## src/rtl/irq_encoder_pkg.sv

```systemverilog
// rtl/irq_encoder_pkg.sv - shared constants and types for the irq_encoder slice
//
// Contents:
//   N, W     : number of request lines and code width
//   req_vec_t: one bit per request line
//   code_t   : encoded request index
//   state_t  : selection FSM states
package irq_encoder_pkg;

  localparam int N = 32;
  localparam int W = 5;

  typedef logic [N-1:0] req_vec_t;
  typedef logic [W-1:0] code_t;

  // The FSM state is exactly the valid flag. EMPTY is 0 and HOLD is 1.
  typedef enum logic {
    EMPTY = 1'b0,
    HOLD  = 1'b1
  } state_t;

endpackage

```

## src/rtl/prio_enc32.sv

```systemverilog
// rtl/prio_enc32.sv - combinational 32-bit lowest-index-first priority encoder
//
// Ports:
//   elig : input  [31:0] candidate vector
//   idx  : output [4:0]  index of the lowest set bit (0 when elig is zero)
//   any  : output        1 when elig has any bit set
module prio_enc32
  import irq_encoder_pkg::*;
(
  input  req_vec_t elig,
  output code_t    idx,
  output logic     any
);

  // Scan from the top down so the lowest set index is the last write and wins.
  always_comb begin
    idx = '0;
    for (int i = N - 1; i >= 0; i--) begin
      if (elig[i]) idx = code_t'(i);
    end
  end

  assign any = |elig;

endmodule

```

## src/rtl/irq_encoder.sv

```systemverilog
// rtl/irq_encoder.sv - registered 32-to-5 priority encoder with request latching and valid/ack
//
// Ports:
//   clk     : input         rising-edge clock
//   rst     : input         synchronous active-high reset
//   req     : input  [31:0] request strobes, latched into pending
//   mask    : input  [31:0] 1 = line may be selected; masked lines still latch
//   ack     : input         consumer accepts code (ignored while valid = 0)
//   valid   : output        code holds a pending index
//   code    : output [4:0]  selected index, bit 0 highest priority
//   pending : output [31:0] latched request bits
module irq_encoder
  import irq_encoder_pkg::*;
(
  input  logic     clk,
  input  logic     rst,
  input  req_vec_t req,
  input  req_vec_t mask,
  input  logic     ack,
  output logic     valid,
  output code_t    code,
  output req_vec_t pending
);

  state_t   state;
  logic     consume;
  req_vec_t clr;
  req_vec_t elig;
  code_t    next_idx;
  logic     next_any;

  // The line being acknowledged this cycle is cleared from pending and also
  // excluded from the next selection, so the same request is never delivered
  // twice from one latch event.
  assign consume = (state == HOLD) && ack;
  assign clr     = consume ? (req_vec_t'(1) << code) : '0;
  assign elig    = pending & mask & ~clr;

  prio_enc32 u_prio (
    .elig (elig),
    .idx  (next_idx),
    .any  (next_any)
  );

  // A request arriving on the line being cleared wins: the OR comes last.
  always_ff @(posedge clk) begin
    if (rst) begin
      pending <= '0;
    end else begin
      pending <= (pending & ~clr) | req;
    end
  end

  // Selection FSM. In HOLD without ack nothing changes, even if a higher
  // priority request arrives or the held line becomes masked.
  always_ff @(posedge clk) begin
    if (rst) begin
      state <= EMPTY;
      code  <= '0;
    end else begin
      case (state)
        EMPTY: begin
          if (next_any) begin
            code  <= next_idx;
            state <= HOLD;
          end
        end
        HOLD: begin
          if (ack) begin
            if (next_any) begin
              code <= next_idx;
            end else begin
              state <= EMPTY;
            end
          end
        end
        default: state <= EMPTY;
      endcase
    end
  end

  assign valid = (state == HOLD);

endmodule

```

## config.mk

```make
export PLATFORM = sky130hd
export DESIGN_NAME = irq_encoder
export DESIGN_NICKNAME = d
export VERILOG_FILES = /design/src/rtl/irq_encoder_pkg.sv /design/src/rtl/prio_enc32.sv /design/src/rtl/irq_encoder.sv
export SDC_FILE = /design/constraint.sdc
export NUM_CORES = 1
export LEC_CHECK = 0
export CAP_MARGIN = 10
export CELL_PAD_IN_SITES_DETAIL_PLACEMENT = 1
export CELL_PAD_IN_SITES_GLOBAL_PLACEMENT = 2
export CORE_MARGIN = 1
export CORE_UTILIZATION = 22
export CTS_CLUSTER_DIAMETER = 120
export DETAILED_ROUTE_END_ITERATION = 6
export PLACE_DENSITY = 0.88
export SYNTH_ARGS = -nofsm -noshare
export SYNTH_HDL_FRONTEND = slang
export SYNTH_SLANG_ARGS = --single-unit
```

## constraint.sdc

```tcl
create_clock -name clk -period 3 [get_ports clk]
set_input_delay 0.6 -clock clk [delete_from_list [all_inputs] [get_ports clk]]
set_output_delay 0.6 -clock clk [all_outputs]
set_load 0.03 [all_outputs]
```

==> flow_metrics.py <==
metrics = {
    "timing": {
        "setup_viol": 0,
        "drv_slew": 0,
        "grt_setup_unrepaired": "false",
        "maxSlewHeadroom_pct": 55.36,
        "min_period_ns": 2.785,
        "finalCritPeriodShare_pct": 92.84,
        "final-hold-violation-count": 0,
        "clock_skew_ns": 0.01231,
        "fmax_mhz": 359.0,
        "tightestPinTransition_ns": 0.6672,
    },
    "placed_design": {
        "dp_cells": 611,
        "hpwlAfterDp_microns": 8134,
        "gp_congestion": 0.8603,
        "io_buffers": 104,
    },
    "layout": {
        "diodes": 0,
        "layoutNonFillerInstCount": 622,
        "area_growth_pct": 74.32,
        "finalNetCount": 552,
        "drive_above_1_share_pct": 20.99,
        "mostFrequentLayoutCells": "clkdlybuf4s50_1, buf_4, nand2_1",
        "final_core_util_pct": 39.73,
        "layout_commonest_cell": "clkdlybuf4s50_1",
    },
    "detailed_routing": {
        "avgRoutedWirePerCell_microns": 16.43,
        "ant_nets": 0,
        "dr.pass1.iters": 4,
        "drt_wl_total_microns": 10220,
        "drt_iter0_markers": 120,
        "via_per_inst": 4.953,
        "vias": 3081,
        "drc": 0,
    },
    "floorplanning": {
        "ios": 105,
        "die_area_sq_mm": 0.01116,
        "core_sq_mm": 0.01037,
        "start_util_pct": 22.79,
        "die_y_microns": 105.7,
        "die_w_microns": 105.7,
        "rows": 37,
    },
    "clocking": {
        "hold_buffers": 0,
        "cts_root_buf": "clkbuf_8",
        "cts_tree": "yes",
        "cts_buffer_depth": 2,
        "cts_sinks": 38,
        "insertion_delay_ns": 0.30,
        "cts_buffers": 5,
        "clk_pin_slew_ns": 0.08,
        "htree_levels": 2,
    },
    "worst_setup_path": {
        "cp_max_fo": 10,
        "rr_startpoint": "code[2]",
        "rr_worst_depth": 8,
        "critPathRequiredTime_ns": 3.24,
        "startpoint": "code[2]",
        "worstReg2RegEnd": "code[2]",
        "reg2reg_setup_slack_ns": 0.21,
        "criticalPathCategory": "reg -> reg",
        "cp-start-kind": "register",
        "worstPathArrival_ns": 3.03,
        "endpoint": "code[2]",
        "end_kind": "register",
    },
    "global_routing": {
        "grt_pass1_vias": 3245,
        "use_met3_pct": 4.391,
        "busiest_layer": "met2",
        "grt_max_degree": 23,
        "use_met2_pct": 30.21,
        "track_usage_pct": 18.47,
        "grt_pass1_wl_microns": 16300,
        "grt.overflow.total": 0,
        "antenna_found_initial": 0,
        "met1_usage_pct": 24.10,
    },
    "logic_synthesis": {
        "synth_edf_count": 0,
        "synth_largest_area_cell": "dfxtp_1",
        "synth_ff_type": "dfxtp_1",
        "async_flop_share_pct": 0,
        "synth_cell_types": 53,
        "ys_ff_latch": 38,
        "muxShareOfSynthArea_pct": 0.4764,
        "yosys.area_share.simple_pct": 33.51,
        "synth_seq_area_share_pct": 32.19,
        "synth-xor-area-share_pct": 0,
        "synth_top_area_share_pct": 32.19,
        "synth-adder-area-share_pct": 0,
        "synthCells": 328,
        "syn_avg_cell_area_sq_um": 7.206,
        "synth_area_leaders": "dfxtp_1, a21oi_1, nand2_1",
        "synth_top_family_by_area": "simple AND/OR/NAND/NOR gates",
        "synth.cell_area_sq_mm": 0.002364,
        "syn-num-nets": 395,
        "yosysWarnings": 0,
        "synth-compound-area-share_pct": 28.37,
    },
    "power_and_ir_drop": {
        "power.density_mw_per_mm2": 389.7,
        "vdd_drop_max_uv": 159.5,
        "power.leakage_nw": 1.612,
        "total_power_mw": 1.606,
    },
    "run_status": {
        "status": "completed",
    },
    "hold_path": {
        "hold_class": "reg -> reg",
    },
    "flow_run": {
        "maxCapViolCount": 0,
    },
}
==> per-layer routing <==
metal | up-vias | wire length (microns)
met5 | - | 0
met4 | 0 | 156
met3 | 15 | 753
met2 | 104 | 4585
met1 | 1452 | 4725
li1 | 1510 | -
==> Yosys cell counts, types with 3 or more instances <==
library cell / number
nand2_1: 45
nor2_1: 44
a21oi_1: 43
dfxtp_1: 38
nand3_1: 28
a31oi_1: 20
clkbuf_1: 8
nor3_1: 8
o21ai_0: 8
a31o_2: 7
buf_2: 7
nor2b_1: 6
nand2b_1: 5
nor4_1: 4
o21a_1: 4
buf_4: 3
nand4_1: 3
==> critical path: stages, from the launching register on <==
cell	delay, ns
dfxtp_1	0.43
nor2_1	0.57
buf_4	0.25
a31oi_2	0.10
nor4_1	0.34
buf_4	0.18
o21ai_0	0.11
a2111oi_0	0.52
mux2_1	0.23
==> how the worst min path moves through the flow <==
stage,from,to,slack [ns],cells past startpoint
after global routing,pending[28],pending[28],0.55,2
final,pending[22],pending[22],0.52,2
after global placement,pending[30],pending[30],0.49,2
after detailed placement,pending[28],pending[28],0.50,2
after CTS,pending[23],pending[23],0.53,2
after floorplan,pending[30],pending[30],0.64,2
==> registers in the layout, indices dropped and copies added, names as in the netlist <==
| signal | cells |
|---|---|
| code | 5 |
| pending | 32 |
| valid | 1 |
==> timing repair <==
action,4_1_cts,5_1_grt
endpoints found under the setup margin,0,3
gates resized for setup,0,10
setup buffers,0,2
==> layout make-up <==
class                           count  area [sq um]
Clock buffer                        6         82.58
Clock inverter                      2         12.51
Fill cell                        1296          6250
Inverter                            2         7.507
Multi-Input combinational cell    267          1528
Sequential cell                    38         760.7
Tap cell                          136         170.2
Timing Repair Buffer              171          1559
==> cell families after synthesis <==
kind of cell / Yosys count
AO/OA/AOI/OAI: 104
AND/OR/NAND/NOR: 161
flip-flops: 38
buffers and inverters: 24
multiplexers: 1
==> power by group <==
part	internal (mW)	total [mW]	leakage [nW]	switching (mW)
clock	0.185	0.392	0.0472	0.207
sequential	0.543	0.587	0.318	0.0437
combinational	0.301	0.626	1.25	0.325
total	1.03	1.61	1.61	0.576
==> metrics by stage <==
stage	hold WS, ns	cell area [sq um]	TNS, ns	worst slack, ns
after CTS	0.5292	4049	0	0.05320
after floorplan	0.6385	2364	0	0.3282
after global routing	0.5492	4120	0	0.09559
after global placement	0.4866	3954	-0.3680	-0.1561
final	0.5189	4120	0	0.2147
after detailed placement	0.5048	3954	-0.8073	-0.2395
No activity file was read; power rests on OpenSTA's default activity.
